`src/rtl/hourglass_driver_if.sv`:
```
// Bundles the hourglass driver's job request and its turn/status outputs.
// master = job requester, slave = hourglass_driver.
interface hourglass_driver_if #(
   parameter int MSB = 13
);
   logic           start;
   logic [MSB:0]   target;
   logic           turnSmall;
   logic           turnLarge;
   logic           busy;
   logic           done;
   logic           unreachable;
   logic [MSB:0]   elapsed;

   modport master (
      output start, target,
      input  turnSmall, turnLarge, busy, done, unreachable, elapsed
   );

   modport slave (
      input  start, target,
      output turnSmall, turnLarge, busy, done, unreachable, elapsed
   );
endinterface

```
`src/rtl/hourglass_driver.sv`:
```
// Measures an interval in minutes using a 4-minute and a 7-minute hourglass.
// Each clock edge is one minute. Targets are decomposed as b large runs plus
// a small runs; targets 9, 10, 13 and 17 use overlapping-glass macros instead.
//
// state  | meaning
// IDLE   | waiting for start; target is captured here
// DECIDE | classify target, issue the first turn(s) of the job
// RUN_L  | large glass running from full; chains on the edge it empties
// RUN_S  | small glass running from full; chains on the edge it empties
// M9     | 9-minute macro (both, small@4, large@7, large@8, end@9)
// M10    | 10-minute macro (both, small@4, small@7, end@10)
// FINISH | done pulse is high; returns to IDLE
module hourglass_driver #(
   parameter int MSB   = 13,
   parameter int SMALL = 4,
   parameter int LARGE = 7
) (
   input  logic                 clock_i,
   input  logic                 reset_n_i,
   hourglass_driver_if.slave    hg_if
);

   localparam int W  = MSB + 1;
   localparam int WX = MSB + 2;

   typedef enum logic [2:0] {
      IDLE, DECIDE, RUN_L, RUN_S, M9, M10, FINISH
   } state_t;

   state_t          state_q, state_d;
   logic [2:0]      ts_q, ts_d;
   logic [2:0]      tl_q, tl_d;
   logic [3:0]      cnt_q, cnt_d;
   logic [1:0]      nl_q, nl_d;
   logic [WX-1:0]   ns_q, ns_d;
   logic [W-1:0]    target_q, target_d;
   logic [W-1:0]    elapsed_q, elapsed_d;
   logic            turn_s_q, turn_l_q;
   logic            busy_q, busy_d;
   logic            done_q, done_d;
   logic            unr_q, unr_d;

   logic            flip_s, flip_l, chain;
   logic [1:0]      nl_c;
   logic [WX-1:0]   ns_c;
   logic [2:0]      ts_dec, tl_dec;
   logic [WX-1:0]   t_x, b_x, seven_b, a_x;
   logic [1:0]      b;

   // Decomposition of the captured target: b = 3t mod 4, a = (t - 7b) / 4.
   // One extra bit keeps the subtraction from wrapping at the widest target.
   always_comb begin
      t_x     = WX'(target_q);
      b       = 2'(target_q[1:0] + {target_q[0], 1'b0});
      b_x     = WX'(b);
      seven_b = (b_x << 3) - b_x;
      a_x     = (t_x - seven_b) >> 2;
   end

   // Next-state, glass tops and output pulses.
   always_comb begin
      state_d   = state_q;
      cnt_d     = cnt_q;
      nl_d      = nl_q;
      ns_d      = ns_q;
      target_d  = target_q;
      elapsed_d = elapsed_q;
      flip_s    = 1'b0;
      flip_l    = 1'b0;
      done_d    = 1'b0;
      unr_d     = 1'b0;
      chain     = 1'b0;
      nl_c      = nl_q;
      ns_c      = ns_q;

      ts_dec = (ts_q != 3'd0) ? ts_q - 3'd1 : ts_q;
      tl_dec = (tl_q != 3'd0) ? tl_q - 3'd1 : tl_q;

      case (state_q)
         IDLE: begin
            if (hg_if.start) begin
               target_d  = hg_if.target;
               elapsed_d = '0;
               state_d   = DECIDE;
            end
         end
         DECIDE: begin
            if (target_q == W'(0)) begin
               state_d = FINISH;
               done_d  = 1'b1;
            end else if (target_q == W'(1) || target_q == W'(2) || target_q == W'(3) ||
                         target_q == W'(5) || target_q == W'(6)) begin
               state_d = IDLE;
               unr_d   = 1'b1;
            end else if (target_q == W'(9) || target_q == W'(13)) begin
               state_d = M9;
               flip_s  = 1'b1;
               flip_l  = 1'b1;
               cnt_d   = 4'd1;
               nl_d    = 2'd0;
               ns_d    = (target_q == W'(13)) ? WX'(1) : WX'(0);
            end else if (target_q == W'(10) || target_q == W'(17)) begin
               state_d = M10;
               flip_s  = 1'b1;
               flip_l  = 1'b1;
               cnt_d   = 4'd1;
               nl_d    = (target_q == W'(17)) ? 2'd1 : 2'd0;
               ns_d    = '0;
            end else begin
               chain = 1'b1;
               nl_c  = b;
               ns_c  = a_x;
            end
         end
         RUN_L: begin
            elapsed_d = elapsed_q + W'(1);
            chain     = (tl_q == 3'd1);
         end
         RUN_S: begin
            elapsed_d = elapsed_q + W'(1);
            chain     = (ts_q == 3'd1);
         end
         M9: begin
            elapsed_d = elapsed_q + W'(1);
            cnt_d     = cnt_q + 4'd1;
            flip_s    = (cnt_q == 4'd4);
            flip_l    = (cnt_q == 4'd7) || (cnt_q == 4'd8);
            chain     = (cnt_q == 4'd9);
         end
         M10: begin
            elapsed_d = elapsed_q + W'(1);
            cnt_d     = cnt_q + 4'd1;
            flip_s    = (cnt_q == 4'd4) || (cnt_q == 4'd7);
            chain     = (cnt_q == 4'd10);
         end
         FINISH: begin
            state_d = IDLE;
         end
         default: begin
            state_d = IDLE;
         end
      endcase

      // Start the next queued run on the edge the previous segment empties;
      // large runs are always drained before small ones.
      if (chain) begin
         if (nl_c != 2'd0) begin
            flip_l  = 1'b1;
            nl_d    = nl_c - 2'd1;
            ns_d    = ns_c;
            state_d = RUN_L;
         end else if (ns_c != WX'(0)) begin
            flip_s  = 1'b1;
            nl_d    = nl_c;
            ns_d    = ns_c - WX'(1);
            state_d = RUN_S;
         end else begin
            nl_d    = nl_c;
            ns_d    = ns_c;
            done_d  = 1'b1;
            state_d = FINISH;
         end
      end

      ts_d   = flip_s ? (3'(SMALL) - ts_dec) : ts_dec;
      tl_d   = flip_l ? (3'(LARGE) - tl_dec) : tl_dec;
      busy_d = (state_d != IDLE) || unr_d;
   end

   // State and output registers with synchronous active-low reset.
   always_ff @(posedge clock_i) begin
      if (!reset_n_i) begin
         state_q   <= IDLE;
         ts_q      <= '0;
         tl_q      <= '0;
         cnt_q     <= '0;
         nl_q      <= '0;
         ns_q      <= '0;
         target_q  <= '0;
         elapsed_q <= '0;
         turn_s_q  <= 1'b0;
         turn_l_q  <= 1'b0;
         busy_q    <= 1'b0;
         done_q    <= 1'b0;
         unr_q     <= 1'b0;
      end else begin
         state_q   <= state_d;
         ts_q      <= ts_d;
         tl_q      <= tl_d;
         cnt_q     <= cnt_d;
         nl_q      <= nl_d;
         ns_q      <= ns_d;
         target_q  <= target_d;
         elapsed_q <= elapsed_d;
         turn_s_q  <= flip_s;
         turn_l_q  <= flip_l;
         busy_q    <= busy_d;
         done_q    <= done_d;
         unr_q     <= unr_d;
      end
   end

   assign hg_if.turnSmall   = turn_s_q;
   assign hg_if.turnLarge   = turn_l_q;
   assign hg_if.busy        = busy_q;
   assign hg_if.done        = done_q;
   assign hg_if.unreachable = unr_q;
   assign hg_if.elapsed     = elapsed_q;

endmodule

```
`src/flat_wrapper.sv`:
```
// flat-port wrapper written by rule: the top's interface ports become plain ports
module hourglass_driver_flat 
#(
   parameter int MSB   = 13,
   parameter int SMALL = 4,
   parameter int LARGE = 7
)
  (clock_i, reset_n_i, hg_if_start, hg_if_target, hg_if_turnSmall, hg_if_turnLarge, hg_if_busy, hg_if_done, hg_if_unreachable, hg_if_elapsed);
  hourglass_driver_if #(.MSB(MSB)) hg_if_i ();
  input  logic clock_i;
  input  logic reset_n_i;
  input wire logic [$bits(hg_if_i.start)-1:0] hg_if_start;
  input wire logic [$bits(hg_if_i.target)-1:0] hg_if_target;
  output wire logic [$bits(hg_if_i.turnSmall)-1:0] hg_if_turnSmall;
  output wire logic [$bits(hg_if_i.turnLarge)-1:0] hg_if_turnLarge;
  output wire logic [$bits(hg_if_i.busy)-1:0] hg_if_busy;
  output wire logic [$bits(hg_if_i.done)-1:0] hg_if_done;
  output wire logic [$bits(hg_if_i.unreachable)-1:0] hg_if_unreachable;
  output wire logic [$bits(hg_if_i.elapsed)-1:0] hg_if_elapsed;
  assign hg_if_i.start = hg_if_start;
  assign hg_if_i.target = hg_if_target;
  assign hg_if_turnSmall = hg_if_i.turnSmall;
  assign hg_if_turnLarge = hg_if_i.turnLarge;
  assign hg_if_busy = hg_if_i.busy;
  assign hg_if_done = hg_if_i.done;
  assign hg_if_unreachable = hg_if_i.unreachable;
  assign hg_if_elapsed = hg_if_i.elapsed;
  hourglass_driver #(.MSB(MSB), .SMALL(SMALL), .LARGE(LARGE)) u_core (.clock_i(clock_i), .reset_n_i(reset_n_i), .hg_if(hg_if_i));
endmodule
```
`config.mk`:
```
export PLATFORM = sky130hd
export DESIGN_NAME = hourglass_driver_flat
export DESIGN_NICKNAME = d
export VERILOG_FILES = /design/src/rtl/hourglass_driver_if.sv /design/src/rtl/hourglass_driver.sv /design/src/flat_wrapper.sv
export SDC_FILE = /design/constraint.sdc
export NUM_CORES = 1
export LEC_CHECK = 0
export BUFFER_PORTS_ARGS = -buffer_cell sky130_fd_sc_hd__buf_2
export CORE_UTILIZATION = 40
export CTS_BUF_LIST = sky130_fd_sc_hd__clkbuf_8 sky130_fd_sc_hd__clkbuf_16
export CTS_CLUSTER_DIAMETER = 50
export DETAILED_ROUTE_END_ITERATION = 16
export GPL_ROUTABILITY_DRIVEN = 0
export HOLD_SLACK_MARGIN = 0.06
export PLACE_DENSITY = 0.63
export RECOVER_POWER = 50
export SLEW_MARGIN = 20
export SYNTH_ARGS = -nofsm -noshare
export SYNTH_HDL_FRONTEND = slang
export SYNTH_SLANG_ARGS = --single-unit
```
`constraint.sdc`:
```
create_clock -name clock_i -period 4.9 [get_ports clock_i]
set_input_delay 0.245 -clock clock_i [delete_from_list [all_inputs] [get_ports clock_i]]
set_output_delay 0.245 -clock clock_i [all_outputs]
set_load 0.01 [all_outputs]
```
==> summary.md <==
| Metric | Value |
|---|---|
| Max Fclk | `0.246 GHz` |
| Cts hold-fix bufs | `0` |
| Final setup vio count | `0` |
| Grt ovf | `0` |
| Die Height | `105 um` |
| DR pass1 iterations | `5` |
| Max Slew Vio Count | `0` |
| Crit path top cell by count | `ha_1` |
| Worst EP required | `5150 ps` |
| Die Area | `11000 um2` |
| Port Buffers | `35` |
| PwrDens | `770 nW/um2` |
| Mapped Area | `4220 um2` |
| Crit end category | `register` |
| Worst R2R Setup Slack | `830 ps` |
| ANT cells | `0` |
| Post-synth top area share | `29.9%` |
| Final hold violation count | `0` |
| Top-count cell post-synth | `nand2_1` |
| Syn_nets | `571` |
| Reg2Reg Depth | `16` |
| Multi-input gate area | `2780 um2` |
| Sink Count | `63` |
| Post-DP HPWL | `7730 um` |
| WHS Path Cells | `3` |
| Core ar. | `10300 um2` |
| Main synth FF type | `dfxtp_1` |
| Run status | `finished clean` |
| Syn Area/Cell | `7.92 um2` |
| Worst min path class | `input port to register` |
| CP startpoint | `u_core.target_q[0]` |
| Remaining DRCs | `0` |
| P_leak | `1.74 nW` |
| Pin count of the biggest net entering global routing | `41` |
| CTS buffer count | `9` |
| Max Fanout on Critical Path | `8` |
| Rel. slew slack | `53.3%` |
| Worst-Margin Slew | `701 ps` |
| Setup CP Type | `register to register` |
| CP max stage cell | `dfxtp_1` |
| Layout fillers | `1059` |
| Reg-to-Reg Start | `u_core.target_q[0]` |
| Wirelength per Cell | `15.0 um` |
| Post-CTS setup buffer count | `0` |
| Remaining antenna violation count | `0` |
| Layout cell share with drive strength beyond 1 | `11.5%` |
| Fin cells | `701` |
| Period utilization | `83.1%` |
| RR Endpoint | `u_core.ns_q[13]` |
| Clk_lat worst skew | `360 ps` |
| Max rail drop VDD | `0.393 mV` |
| DP Cell Count | `685` |
| Hold EP | `u_core.target_q[2]` |
| Ys Warns | `0` |
| Setup Total Neg Slack | `0 ps` |
| FFs w/ async S/R, synth | `0%` |
| Initial antenna violation count | `0` |
| Hold path start | `hg_if_target[2]` |
| Cells resized by post-CTS repair | `0` |
| Crit-path max cell delay | `490 ps` |
| #FFs+latches synth | `63` |
| Number of synthesized flops with an enable pin | `0` |
| Area growth syn-to-layout | `11.2%` |
| Sequential-to-total area share from yosys stat | `29.9%` |
| Root buf cell | `clkbuf_8` |
| IO Pins | `36` |
| Worst Setup Start Kind | `register` |
| H-tree Lvls | `3` |
| First-pass GRT wire length | `17300 um` |
| Clock slew at reported path FFs | `70 ps` |
| Nets | `599` |
| Clk buf depth | `2` |
| Top cells by count, synth | `nand2_1 (70), dfxtp_1 (63), nor2_1 (61)` |
| Via/cell ratio | `5.51` |
| Total routed wirelength | `10500 um` |
| Vias in the first global route | `3731` |
| Routed vias | `3862` |
| Crit path cell chain | `inv_1 > ha_1 > xor2_1 > ha_1 > o21a_1 > nor2_1 > xnor2_1 > mux2i_1 > ha_1 > nor3b_1 > a32o_1 > o211a_4 > a21oi_4 > and3_4 > a32o_1 > a41o_1` |
| Ranking of synthesized cells by area | `dfxtp_1 (30%), ha_1 (6.5%), a21oi_1 (6.3%)` |
| Max Clock Skew | `11.9 ps` |
| RSZ-0062 raised after global routing | `no` |
| Initial DRC count | `210` |
| Distinct cells, synth | `78` |
| Crit path DAT | `4320 ps` |
| Min cycle time layout | `4070 ps` |
| Total GRT Usage | `19.7%` |
| Reg area | `1260 um2` |
| Die W | `105 um` |
| Cell count after synthesis | `532` |
| Initial core utilization | `41.0%` |
| Largest area contributor in the netlist | `dfxtp_1` |
| Max Cap Viol | `0` |
| Cell row count | `37` |
| CTS tree | `yes` |
[cell families (layout without fill, tap and decap cells)]
group | Yosys count | in the layout | share of synthesized area (%)
xor+xnor | 35 | 35 | 7.27
compound gates | 144 | 144 | 23.8
fa+ha+maj | 22 | 22 | 6.53
other cells | 1 | 1 | 0.0890
buf+inv | 40 | 73 | 4.01
mux | 7 | 7 | 1.99
simple gates | 220 | 220 | 26.4
flops | 63 | 63 | 29.9
[per-layer routing]
| layer | wire, um | share of wire [%] | track usage, % |
|---|---|---|---|
| met1 | 4830 | 46 | 23.9 |
| met5 | 0 | 0 | 0 |
| met3 | 380 | 3.6 | 5.24 |
| met2 | 5060 | 48 | 33.0 |
| met4 | 218 | 2.1 | 7.75 |
[report_power, final]
part | total [W] | internal (W) | leakage, nW | switching [W]
Combinational | 0.00232 | 0.000962 | 1.11 | 0.00135
Clock | 0.000515 | 0.000298 | 0.116 | 0.000217
Sequential | 0.000776 | 0.000632 | 0.513 | 0.000144
[metrics by stage]
stage / area, um2 / setup WS [ps] / total power (W) / hold slack (ps) / util [%]
after floorplan: 4220 / 1230 / 0.00264 / 381 / -
after global placement: 4490 / 1110 / 0.00303 / 454 / 43.7
after detailed placement: 4490 / 902 / 0.00309 / 460 / 43.7
after CTS: 4710 / 870 / 0.00362 / 103 / 45.9
after global routing: 4690 / 563 / 0.00388 / 119 / 45.6
final: 4690 / 827 / 0.00361 / 121 / 45.6
[worst max-delay path: cells and delay by family, from the launching register on]
kind / cells / cell delay [ps]
flip-flops: 1 / 490
XOR/XNOR: 2 / 320
AO/OA/AOI/OAI: 6 / 1240
multiplexers: 1 / 210
AND/OR/NAND/NOR: 3 / 620
buffers and inverters: 1 / 150
adder cells (fa/ha/maj): 3 / 920
[placed cells by master, fill, tap and decap left out, types with 6 or more instances in the layout]
| cell type | count |
|---|---|
| ha_1 | 22 |
| nand2_1 | 70 |
| o21ai_1 | 6 |
| buf_2 | 16 |
| and3_1 | 6 |
| nor2_1 | 61 |
| xnor2_1 | 24 |
| nand2b_1 | 9 |
| xor2_1 | 11 |
| nand3_1 | 10 |
| a21oi_1 | 53 |
| nor3_1 | 10 |
| or3_1 | 11 |
| inv_1 | 17 |
| dfxtp_1 | 63 |
| clkbuf_8 | 10 |
| nand4_1 | 6 |
| clkbuf_1 | 19 |
| o21ai_0 | 27 |
[cell type report]
cell class                 instances  share of cell area, %
multi-input combinational        429                   59.3
clock inverter                     6                   1.79
sequential                        63                   26.9
tap                              136                   3.63
timing repair buffer              40                   4.03
clock buffer                      10                   2.94
inverter                          17                   1.36
[flip-flops by register name, indices dropped and copies added (netlist names)]
name                      cells
u_core.hg_if.turnSmall        1
u_core.hg_if.done             1
u_core.cnt_q                  4
u_core.state_q                3
u_core.hg_if.turnLarge        1
u_core.nl_q                   2
u_core.hg_if.elapsed         14
u_core.tl_q                   3
u_core.target_q              14
u_core.hg_if.busy             1
u_core.hg_if.unreachable      1
u_core.ts_q                   3
u_core.ns_q                  15
[worst max path at each step]
stage | to | slack, ps | cells past startpoint
6_report | u_core.ns_q[13] | 830 | 16
3_5_place_dp | u_core.ns_q[13] | 900 | 16
3_3_place_gp | u_core.ns_q[13] | 1110 | 16
5_1_grt | u_core.ns_q[13] | 560 | 16
4_1_cts | u_core.ns_q[13] | 870 | 16
2_1_floorplan | u_core.ns_q[13] | 1230 | 17
Note: power is estimated with default switching activity, not from simulation.
